**config.mk**
```make
export PLATFORM = sky130hd
export DESIGN_NAME = vga_fb_writer
export DESIGN_NICKNAME = d
export VERILOG_FILES = /design/src/rtl/vga_pkg.sv /design/src/rtl/Generic_counter.sv /design/src/rtl/vga_fb_writer.sv
export SDC_FILE = /design/constraint.sdc
export NUM_CORES = 1
export LEC_CHECK = 0
export ABC_AREA = 1
export CORE_MARGIN = 2
export CORE_UTILIZATION = 28
export DETAILED_ROUTE_END_ITERATION = 8
export SLEW_MARGIN = 20
export SYNTH_ARGS = -nofsm -noshare
export SYNTH_HDL_FRONTEND = slang
export SYNTH_HIERARCHICAL = 1
export SYNTH_SLANG_ARGS = --single-unit
```
**constraint.sdc**
```tcl
create_clock -name CLK -period 1.5 [get_ports CLK]
set_clock_uncertainty 0.1 [all_clocks]
set_input_delay 0.225 -clock CLK [delete_from_list [all_inputs] [get_ports CLK]]
set_output_delay 0.225 -clock CLK [all_outputs]
set_load 0.05 [all_outputs]
```
**src/rtl/vga_pkg.sv**
```systemverilog
// Shared definitions for the VGA frame buffer write path: register offsets,
// default screen size, frame buffer address packing and fill FSM states.
package vga_pkg;

  localparam int FB_WIDTH_DEF  = 320;
  localparam int FB_HEIGHT_DEF = 240;

  localparam logic [2:0] REG_XLO    = 3'd0;
  localparam logic [2:0] REG_XHI    = 3'd1;
  localparam logic [2:0] REG_Y      = 3'd2;
  localparam logic [2:0] REG_PIXEL  = 3'd3;
  localparam logic [2:0] REG_FG     = 3'd4;
  localparam logic [2:0] REG_BG     = 3'd5;
  localparam logic [2:0] REG_CMD    = 3'd6;
  localparam logic [2:0] REG_STATUS = 3'd7;

  typedef enum logic [1:0] {
    ST_IDLE = 2'd0,
    ST_FILL = 2'd1,
    ST_DONE = 2'd2
  } fillState_e;

  // Same {row, column} packing the VGA reader uses on port B.
  function automatic logic [16:0] fbPack(input logic [7:0] y, input logic [8:0] x);
    return {y, x};
  endfunction

endpackage

```
**src/rtl/Generic_counter.sv**
```systemverilog
// Wrapping up-counter; trigOut_o pulses combinationally while enabled at the
// maximum count so it can cascade into the enable of a following counter.
module Generic_counter #(
  parameter int COUNTER_WIDTH = 4,
  parameter int COUNTER_MAX   = 9
) (
  input  logic                     clk_i,
  input  logic                     reset_i,
  input  logic                     enable_i,
  output logic                     trigOut_o,
  output logic [COUNTER_WIDTH-1:0] count_o
);

  localparam logic [COUNTER_WIDTH-1:0] MAX_L = COUNTER_WIDTH'(COUNTER_MAX);

  logic [COUNTER_WIDTH-1:0] count_q, count_d;

  always_comb begin
    count_d = count_q;
    if (enable_i) begin
      if (count_q == MAX_L) count_d = '0;
      else                  count_d = count_q + 1'b1;
    end
  end

  always_ff @(posedge clk_i) begin
    if (reset_i) count_q <= '0;
    else         count_q <= count_d;
  end

  assign trigOut_o = enable_i && (count_q == MAX_L);
  assign count_o   = count_q;

endmodule

```
**src/rtl/vga_fb_writer.sv**
```systemverilog
// Bus-side write controller for the 1bpp VGA frame buffer: clipped pixel
// writes, colour word, and (with VGA_FB_FILL_EN defined) a hardware screen fill.
module vga_fb_writer
  import vga_pkg::*;
#(
  parameter logic [7:0] BASE_ADDR = 8'hB0,
  parameter int         FB_WIDTH  = FB_WIDTH_DEF,
  parameter int         FB_HEIGHT = FB_HEIGHT_DEF
) (
  input  logic        CLK,
  input  logic        RESET,
  input  logic [7:0]  BUS_ADDR,
  input  logic [7:0]  BUS_DATA_IN,
  input  logic        BUS_WE,
  input  logic        BUS_RE,
  output logic [7:0]  BUS_DATA_OUT,
  output logic        BUS_DATA_OUT_EN,
  output logic        FB_WE,
  output logic [16:0] FB_ADDR,
  output logic        FB_DATA,
  output logic [15:0] CONFIG_COLOURS,
  output logic        BUSY
);

  localparam logic [9:0] WIDTH_L  = 10'(FB_WIDTH);
  localparam logic [8:0] HEIGHT_L = 9'(FB_HEIGHT);

  logic [8:0] addrDiff;
  logic       inWindow, wrEn, rdEn;
  logic [2:0] regOff;

  logic [7:0]  xLo_q, xLo_d, y_q, y_d, fg_q, fg_d, bg_q, bg_d;
  logic        xHi_q, xHi_d, pix_q, pix_d;
  logic        drop_q, drop_d, clip_q, clip_d;
  logic        fbWe_q, fbWe_d, fbData_q, fbData_d;
  logic [16:0] fbAddr_q, fbAddr_d;
  logic [7:0]  dataOut_q, dataOut_d;
  logic        dataOutEn_q, dataOutEn_d;
  logic        dropSet, clipSet, statusRd, pixInRange;

  logic        fillBusy, fillWe, fillVal;
  logic [16:0] fillAddr;
  logic [7:0]  cmdRead;

  // A 9-bit difference makes addresses below the base wrap out of the window.
  assign addrDiff   = {1'b0, BUS_ADDR} - {1'b0, BASE_ADDR};
  assign inWindow   = (addrDiff < 9'd8);
  assign regOff     = addrDiff[2:0];
  assign wrEn       = BUS_WE && inWindow;
  assign rdEn       = BUS_RE && inWindow;
  assign pixInRange = ({1'b0, xHi_q, xLo_q} < WIDTH_L) && ({1'b0, y_q} < HEIGHT_L);

`ifdef VGA_FB_FILL_EN
  fillState_e  state_q, state_d;
  logic        busy_q, busy_d;
  logic        fillVal_q, cmdWr, fillStart, cntEn, colTrig, rowTrig;
  logic [7:0]  cmd_q;
  logic [8:0]  colCount;
  logic [7:0]  rowCount;

  assign cmdWr     = wrEn && (regOff == REG_CMD);
  assign fillStart = cmdWr && BUS_DATA_IN[7] && (state_q == ST_IDLE);
  assign cntEn     = fillStart || (state_q == ST_FILL);

  Generic_counter #(.COUNTER_WIDTH(9), .COUNTER_MAX(FB_WIDTH - 1)) colCounter (
    .clk_i(CLK), .reset_i(RESET), .enable_i(cntEn),
    .trigOut_o(colTrig), .count_o(colCount)
  );

  Generic_counter #(.COUNTER_WIDTH(8), .COUNTER_MAX(FB_HEIGHT - 1)) rowCounter (
    .clk_i(CLK), .reset_i(RESET), .enable_i(colTrig),
    .trigOut_o(rowTrig), .count_o(rowCount)
  );

  // The counters always hold the next address to present, so the start cycle
  // already emits address 0 and rowTrig marks the final pixel.
  always_comb begin
    state_d  = state_q;
    busy_d   = busy_q;
    fillWe   = 1'b0;
    fillAddr = fbPack(rowCount, colCount);
    fillVal  = fillVal_q;
    unique case (state_q)
      ST_IDLE: begin
        fillVal = BUS_DATA_IN[0];
        if (fillStart) begin
          state_d = ST_FILL;
          busy_d  = 1'b1;
          fillWe  = 1'b1;
        end
      end
      ST_FILL: begin
        fillWe = 1'b1;
        if (rowTrig) state_d = ST_DONE;
      end
      ST_DONE: begin
        busy_d  = 1'b0;
        state_d = ST_IDLE;
      end
      default: state_d = ST_IDLE;
    endcase
  end

  always_ff @(posedge CLK) begin
    if (RESET) begin
      state_q   <= ST_IDLE;
      busy_q    <= 1'b0;
      fillVal_q <= 1'b0;
      cmd_q     <= 8'h00;
    end else begin
      state_q <= state_d;
      busy_q  <= busy_d;
      if (fillStart) fillVal_q <= BUS_DATA_IN[0];
      if (cmdWr && !busy_q) cmd_q <= BUS_DATA_IN;
    end
  end

  assign fillBusy = busy_q;
  assign cmdRead  = cmd_q;
`else
  assign fillBusy = 1'b0;
  assign fillWe   = 1'b0;
  assign fillAddr = 17'd0;
  assign fillVal  = 1'b0;
  assign cmdRead  = 8'h00;
`endif

  // Bus decode: register writes, clipped pixel writes, reads and sticky flags.
  always_comb begin
    xLo_d       = xLo_q;
    xHi_d       = xHi_q;
    y_d         = y_q;
    pix_d       = pix_q;
    fg_d        = fg_q;
    bg_d        = bg_q;
    fbWe_d      = 1'b0;
    fbAddr_d    = fbAddr_q;
    fbData_d    = fbData_q;
    dataOut_d   = dataOut_q;
    dataOutEn_d = 1'b0;
    dropSet     = 1'b0;
    clipSet     = 1'b0;
    statusRd    = 1'b0;

    if (wrEn) begin
      unique case (regOff)
        REG_XLO: xLo_d = BUS_DATA_IN;
        REG_XHI: xHi_d = BUS_DATA_IN[0];
        REG_Y:   y_d   = BUS_DATA_IN;
        REG_PIXEL: begin
          pix_d = BUS_DATA_IN[0];
          if (fillBusy) begin
            dropSet = 1'b1;
          end else if (pixInRange) begin
            fbWe_d   = 1'b1;
            fbAddr_d = fbPack(y_q, {xHi_q, xLo_q});
            fbData_d = BUS_DATA_IN[0];
          end else begin
            clipSet = 1'b1;
          end
        end
        REG_FG:  fg_d = BUS_DATA_IN;
        REG_BG:  bg_d = BUS_DATA_IN;
        default: ;
      endcase
    end

    if (fillWe) begin
      fbWe_d   = 1'b1;
      fbAddr_d = fillAddr;
      fbData_d = fillVal;
    end

    if (rdEn) begin
      dataOutEn_d = 1'b1;
      unique case (regOff)
        REG_XLO:   dataOut_d = xLo_q;
        REG_XHI:   dataOut_d = {7'd0, xHi_q};
        REG_Y:     dataOut_d = y_q;
        REG_PIXEL: dataOut_d = {7'd0, pix_q};
        REG_FG:    dataOut_d = fg_q;
        REG_BG:    dataOut_d = bg_q;
        REG_CMD:   dataOut_d = cmdRead;
        default: begin
          dataOut_d = {5'd0, clip_q, drop_q, fillBusy};
          statusRd  = 1'b1;
        end
      endcase
    end

    // A flag raised in the same cycle as the clearing read survives it.
    drop_d = (drop_q && !statusRd) || dropSet;
    clip_d = (clip_q && !statusRd) || clipSet;
  end

  always_ff @(posedge CLK) begin
    if (RESET) begin
      xLo_q       <= 8'h00;
      xHi_q       <= 1'b0;
      y_q         <= 8'h00;
      pix_q       <= 1'b0;
      fg_q        <= 8'hFF;
      bg_q        <= 8'h00;
      drop_q      <= 1'b0;
      clip_q      <= 1'b0;
      fbWe_q      <= 1'b0;
      fbAddr_q    <= 17'd0;
      fbData_q    <= 1'b0;
      dataOut_q   <= 8'h00;
      dataOutEn_q <= 1'b0;
    end else begin
      xLo_q       <= xLo_d;
      xHi_q       <= xHi_d;
      y_q         <= y_d;
      pix_q       <= pix_d;
      fg_q        <= fg_d;
      bg_q        <= bg_d;
      drop_q      <= drop_d;
      clip_q      <= clip_d;
      fbWe_q      <= fbWe_d;
      fbAddr_q    <= fbAddr_d;
      fbData_q    <= fbData_d;
      dataOut_q   <= dataOut_d;
      dataOutEn_q <= dataOutEn_d;
    end
  end

  assign BUS_DATA_OUT    = dataOut_q;
  assign BUS_DATA_OUT_EN = dataOutEn_q;
  assign FB_WE           = fbWe_q;
  assign FB_ADDR         = fbAddr_q;
  assign FB_DATA         = fbData_q;
  assign CONFIG_COLOURS  = {fg_q, bg_q};
  assign BUSY            = fillBusy;

endmodule

```
==> key figures <==
STA
  • Endpoints failing hold: 0
  • Share of the clock period used by the worst path: 0.983
  • Setup repair after global routing missed its margin: true
  • Final setup margin: about 0.025 ns
  • Final worst path period need: between 1 and 1.5 ns
  • Total of endpoints with negative setup slack in the final report: 0
  • Final count of pins violating max slew: 0
  • Maximum achievable frequency: a little under 700 MHz
  • Worst hold slack across all endpoints: about 0.36 ns

Cells and area
  • Count of filler cells inserted in the layout: ~1.0k
  • Number of nets in the finished design: 600
  • Multi-input gate area: ~0.0015 mm²
  • Combined flip-flop and latch cell area: 0.00129 mm²
  • Ratio of cells with drive above 1 in the final layout: 0.269
  • Post-route insts no fill: ~720
  • Finished layout cell area: approximately 0.005 mm²
  • Area overhead of the layout relative to synthesis: 65.1%
  • Antenna fix cells: 0

Placement
  • Post-placement cell area: roughly 0.0045 mm²
  • Minimum setup slack after placement: -0.657 ns
  • Number of placed instances, taps included: about 700
  • HPWL after DPL: 6870 µm
  • Quantity of I/O buffers inserted on ports: 63
  • Routability-driven placement congestion ratio: 0.877

Outcome
  • Result of the run: finished, final reports clean

Global route
  • Maximum number of pins on one net before global-route repair: 54
  • Initial antenna violation count: 0
  • Wire length of the first global-routing pass: about 15000 µm
  • Total Routing Usage GR: 0.171
  • Total congestion overflow after global routing: 0
  • Via count of the first global-routing pass: roughly 3.1k

Logic synthesis
  • Count of state elements after synthesis: 64
  • Number of synthesized flops with an enable pin: 0
  • Most frequent cells after synthesis: sky130_fd_sc_hd__nand2_1 (148), sky130_fd_sc_hd__nor2_1 (79), sky130_fd_sc_hd__inv_1 (76)
  • Yosys Warn Count: 6
  • Post-synthesis cell type with the largest combined area: sky130_fd_sc_hd__dfxtp_1
  • Average instance area after synthesis: approximately 6.5 µm²
  • Combined area of all synthesized cells: slightly above 0.003 mm²
  • Synthesized net count: roughly 500
  • Count of unique library cells instantiated by Yosys: 24
  • Fraction of registers with async set/reset: 0
  • Cell with the most instances after synthesis: sky130_fd_sc_hd__nand2_1
  • Sequential share of the synthesized area: 0.420
  • Commonest register cell after synthesis: sky130_fd_sc_hd__dfxtp_1
  • Biggest area contributors in the synthesized netlist: sky130_fd_sc_hd__dfxtp_1 (42%), sky130_fd_sc_hd__nand2_1 (18%), sky130_fd_sc_hd__nor2_1 (9.7%)
  • Cells after Synth: roughly 470
  • Fraction of synthesized cell area taken by the top area cell type: 0.420

Floorplanning
  • Die outline height: ~110 µm
  • Floorplan core area: 0.0107 mm²
  • Boundary Pins: between 60 and 70
  • Floorplan die width: between 100 and 150 µm
  • Standard-cell rows: 38
  • Area of the die: between 0.01 and 0.015 mm²
  • Effective utilization at floorplan: 0.284

Critical path
  • Critical path, cell by cell: nor2_4, nor2_2, nor2_4, nand4_4, buf_8, buf_16, nand2_1, nand2_1, nor2_1
  • Nature of the critical path endpoint: register
  • Slowest Stage Delay on Critical Path: roughly 0.36 ns
  • Startpoint type of the worst setup path: register
  • Max stage delay cell, worst path: sky130_fd_sc_hd__dfxtp_4
  • Data arrival, critical path: roughly 1.7 ns
  • Worst Setup Path Type: register to register
  • Reg-to-reg startpoint: xLo_q[7]
  • Worst setup path startpoint: xLo_q[7]
  • Maximum fanout along the worst path: 5
  • Required time of the critical path: roughly 1.7 ns

Route
  • Aggregate routed wire length: 9860 µm
  • Number of iterations in the first detailed-routing pass: 5
  • Total vias in the final route: between 3k and 4k
  • Count of nets left with antenna violations after detail routing: 0
  • First-iteration detailed-routing DRC count: between 200 and 300
  • Avg WL per Cell: roughly 14 µm
  • Ratio of routed vias to standard cells: 4.55
  • DRC viols: 0

Pwr
  • Power Density: between 700 and 800 mW/mm²
  • Leak Pwr: 2.42 nW
  • Total chip power: between 3 and 4 mW
  • Largest vdd supply drop: ~0.00038 V

CTS
  • CTS tree: yes
  • Clock sinks: between 60 and 70
  • Root Driver: sky130_fd_sc_hd__clkbuf_8
  • Hold buffers post-CTS: 0
  • Htree depth: 3
  • Clock slew seen by the registers of the worst setup and hold paths: about 0.070 ns
  • Clock Tree Buf Depth: 2
  • Clock latency reported for the late side of the worst-skew pair: between 0.3 and 0.4 ns
  • TritonCTS buffer count: 9

Hold path
  • Launch point of the worst hold path: BUS_ADDR[5]
  • Worst min path class: primary input to register

Run
  • Max-capacitance violation count: 0
where the power goes:
group | internal, mW | switching [mW]
clock | 0.854 | 0.674
sequential | 1.70 | 0.00512
combinational | 0.141 | 0.184
total | 2.70 | 0.864
registers in the layout, indices dropped and copies added (netlist names), 8 cells and up:
register and count:
FB_ADDR 17, BUS_DATA_OUT 8, bg_q 8, fg_q 8
xLo_q 8, y_q 8
cells in the final DEF, fill, tap and decap left out:
master,n
sky130_fd_sc_hd__nand2_1,141
sky130_fd_sc_hd__buf_2,2
sky130_fd_sc_hd__inv_2,6
sky130_fd_sc_hd__nor2_4,8
sky130_fd_sc_hd__dfxtp_2,2
sky130_fd_sc_hd__nor3_4,1
sky130_fd_sc_hd__clkdlybuf4s50_1,11
sky130_fd_sc_hd__buf_4,34
sky130_fd_sc_hd__buf_8,1
sky130_fd_sc_hd__nand3_2,2
sky130_fd_sc_hd__ha_4,1
sky130_fd_sc_hd__buf_16,3
sky130_fd_sc_hd__inv_1,74
sky130_fd_sc_hd__o21ai_0,13
sky130_fd_sc_hd__clkinv_2,2
sky130_fd_sc_hd__bufinv_16,1
sky130_fd_sc_hd__nor2_1,64
sky130_fd_sc_hd__nand2_4,1
sky130_fd_sc_hd__dlygate4sd2_1,6
sky130_fd_sc_hd__clkbuf_16,2
sky130_fd_sc_hd__conb_1,1
sky130_fd_sc_hd__dfxtp_1,61
sky130_fd_sc_hd__nand4_4,3
sky130_fd_sc_hd__nand2_2,8
sky130_fd_sc_hd__buf_6,3
sky130_fd_sc_hd__buf_12,48
sky130_fd_sc_hd__nand4_1,12
sky130_fd_sc_hd__inv_4,3
sky130_fd_sc_hd__nand3_1,31
sky130_fd_sc_hd__nor3_1,1
sky130_fd_sc_hd__dfxtp_4,1
sky130_fd_sc_hd__clkbuf_1,2
sky130_fd_sc_hd__a21oi_1,10
sky130_fd_sc_hd__nor2_2,14
sky130_fd_sc_hd__clkbuf_8,11
worst max-delay path, delay by kind of cell, from the launching register on:
family	cells	cell delay (ns)
buffers and inverters	2	0.32
flip-flops	1	0.36
AND/OR/NAND/NOR	7	0.63
layer usage:
metal / vias up / GRT usage / routed length [µm]
met5: - / 0 / 0
met4: 0 / 0.0650 / 152
met3: 18 / 0.0440 / 743
met2: 123 / 0.279 / 4670
met1: 1516 / 0.218 / 4290
li1: 1637 / - / -
through the flow:
stage / utilization / TNS, ns
global route: 0.469 / -0.405
detailed placement: 0.421 / -35.80
CTS: 0.461 / -0.0287
floorplan: - / -0.139
global placement: 0.421 / -32.90
finish: 0.469 / 0
timing repair:
action	CTS	global route
setup buffers	5	2
resized for setup	37	19
cloned	6	2
pin swaps	6	8
setup endpoints to repair	62	58
kinds of logic (layout without fill, tap and decap cells):
group	count (synthesis)	in the layout	share of synthesized area
AO/OA/AOI/OAI	23	23	0.0377
adder cells (fa/ha/maj)	1	1	0.00410
buffers and inverters	100	209	0.137
flip-flops	64	64	0.420
other	1	1	0.00123
AND/OR/NAND/NOR	283	286	0.400
layout make-up:
| class | count | area share |
|---|---|---|
| Multi-Input combinational cell | 311 | 0.295 |
| Tap cell | 140 | 0.0348 |
| Clock buffer | 13 | 0.0315 |
| Sequential cell | 64 | 0.256 |
| Timing Repair Buffer | 110 | 0.312 |
| Inverter | 83 | 0.0633 |
| Clock inverter | 3 | 0.00795 |
path summary, 6_finish.rpt:
check                    end  slack, ns  depth (start not counted)
setup / recovery  FB_ADDR[2]       0.03                          9
hold reg to reg        pix_q       0.36                          2
setup reg to reg  FB_ADDR[2]       0.03                          9
hold / removal        drop_q       0.36                          8
Power figures use the tool's default switching activity.
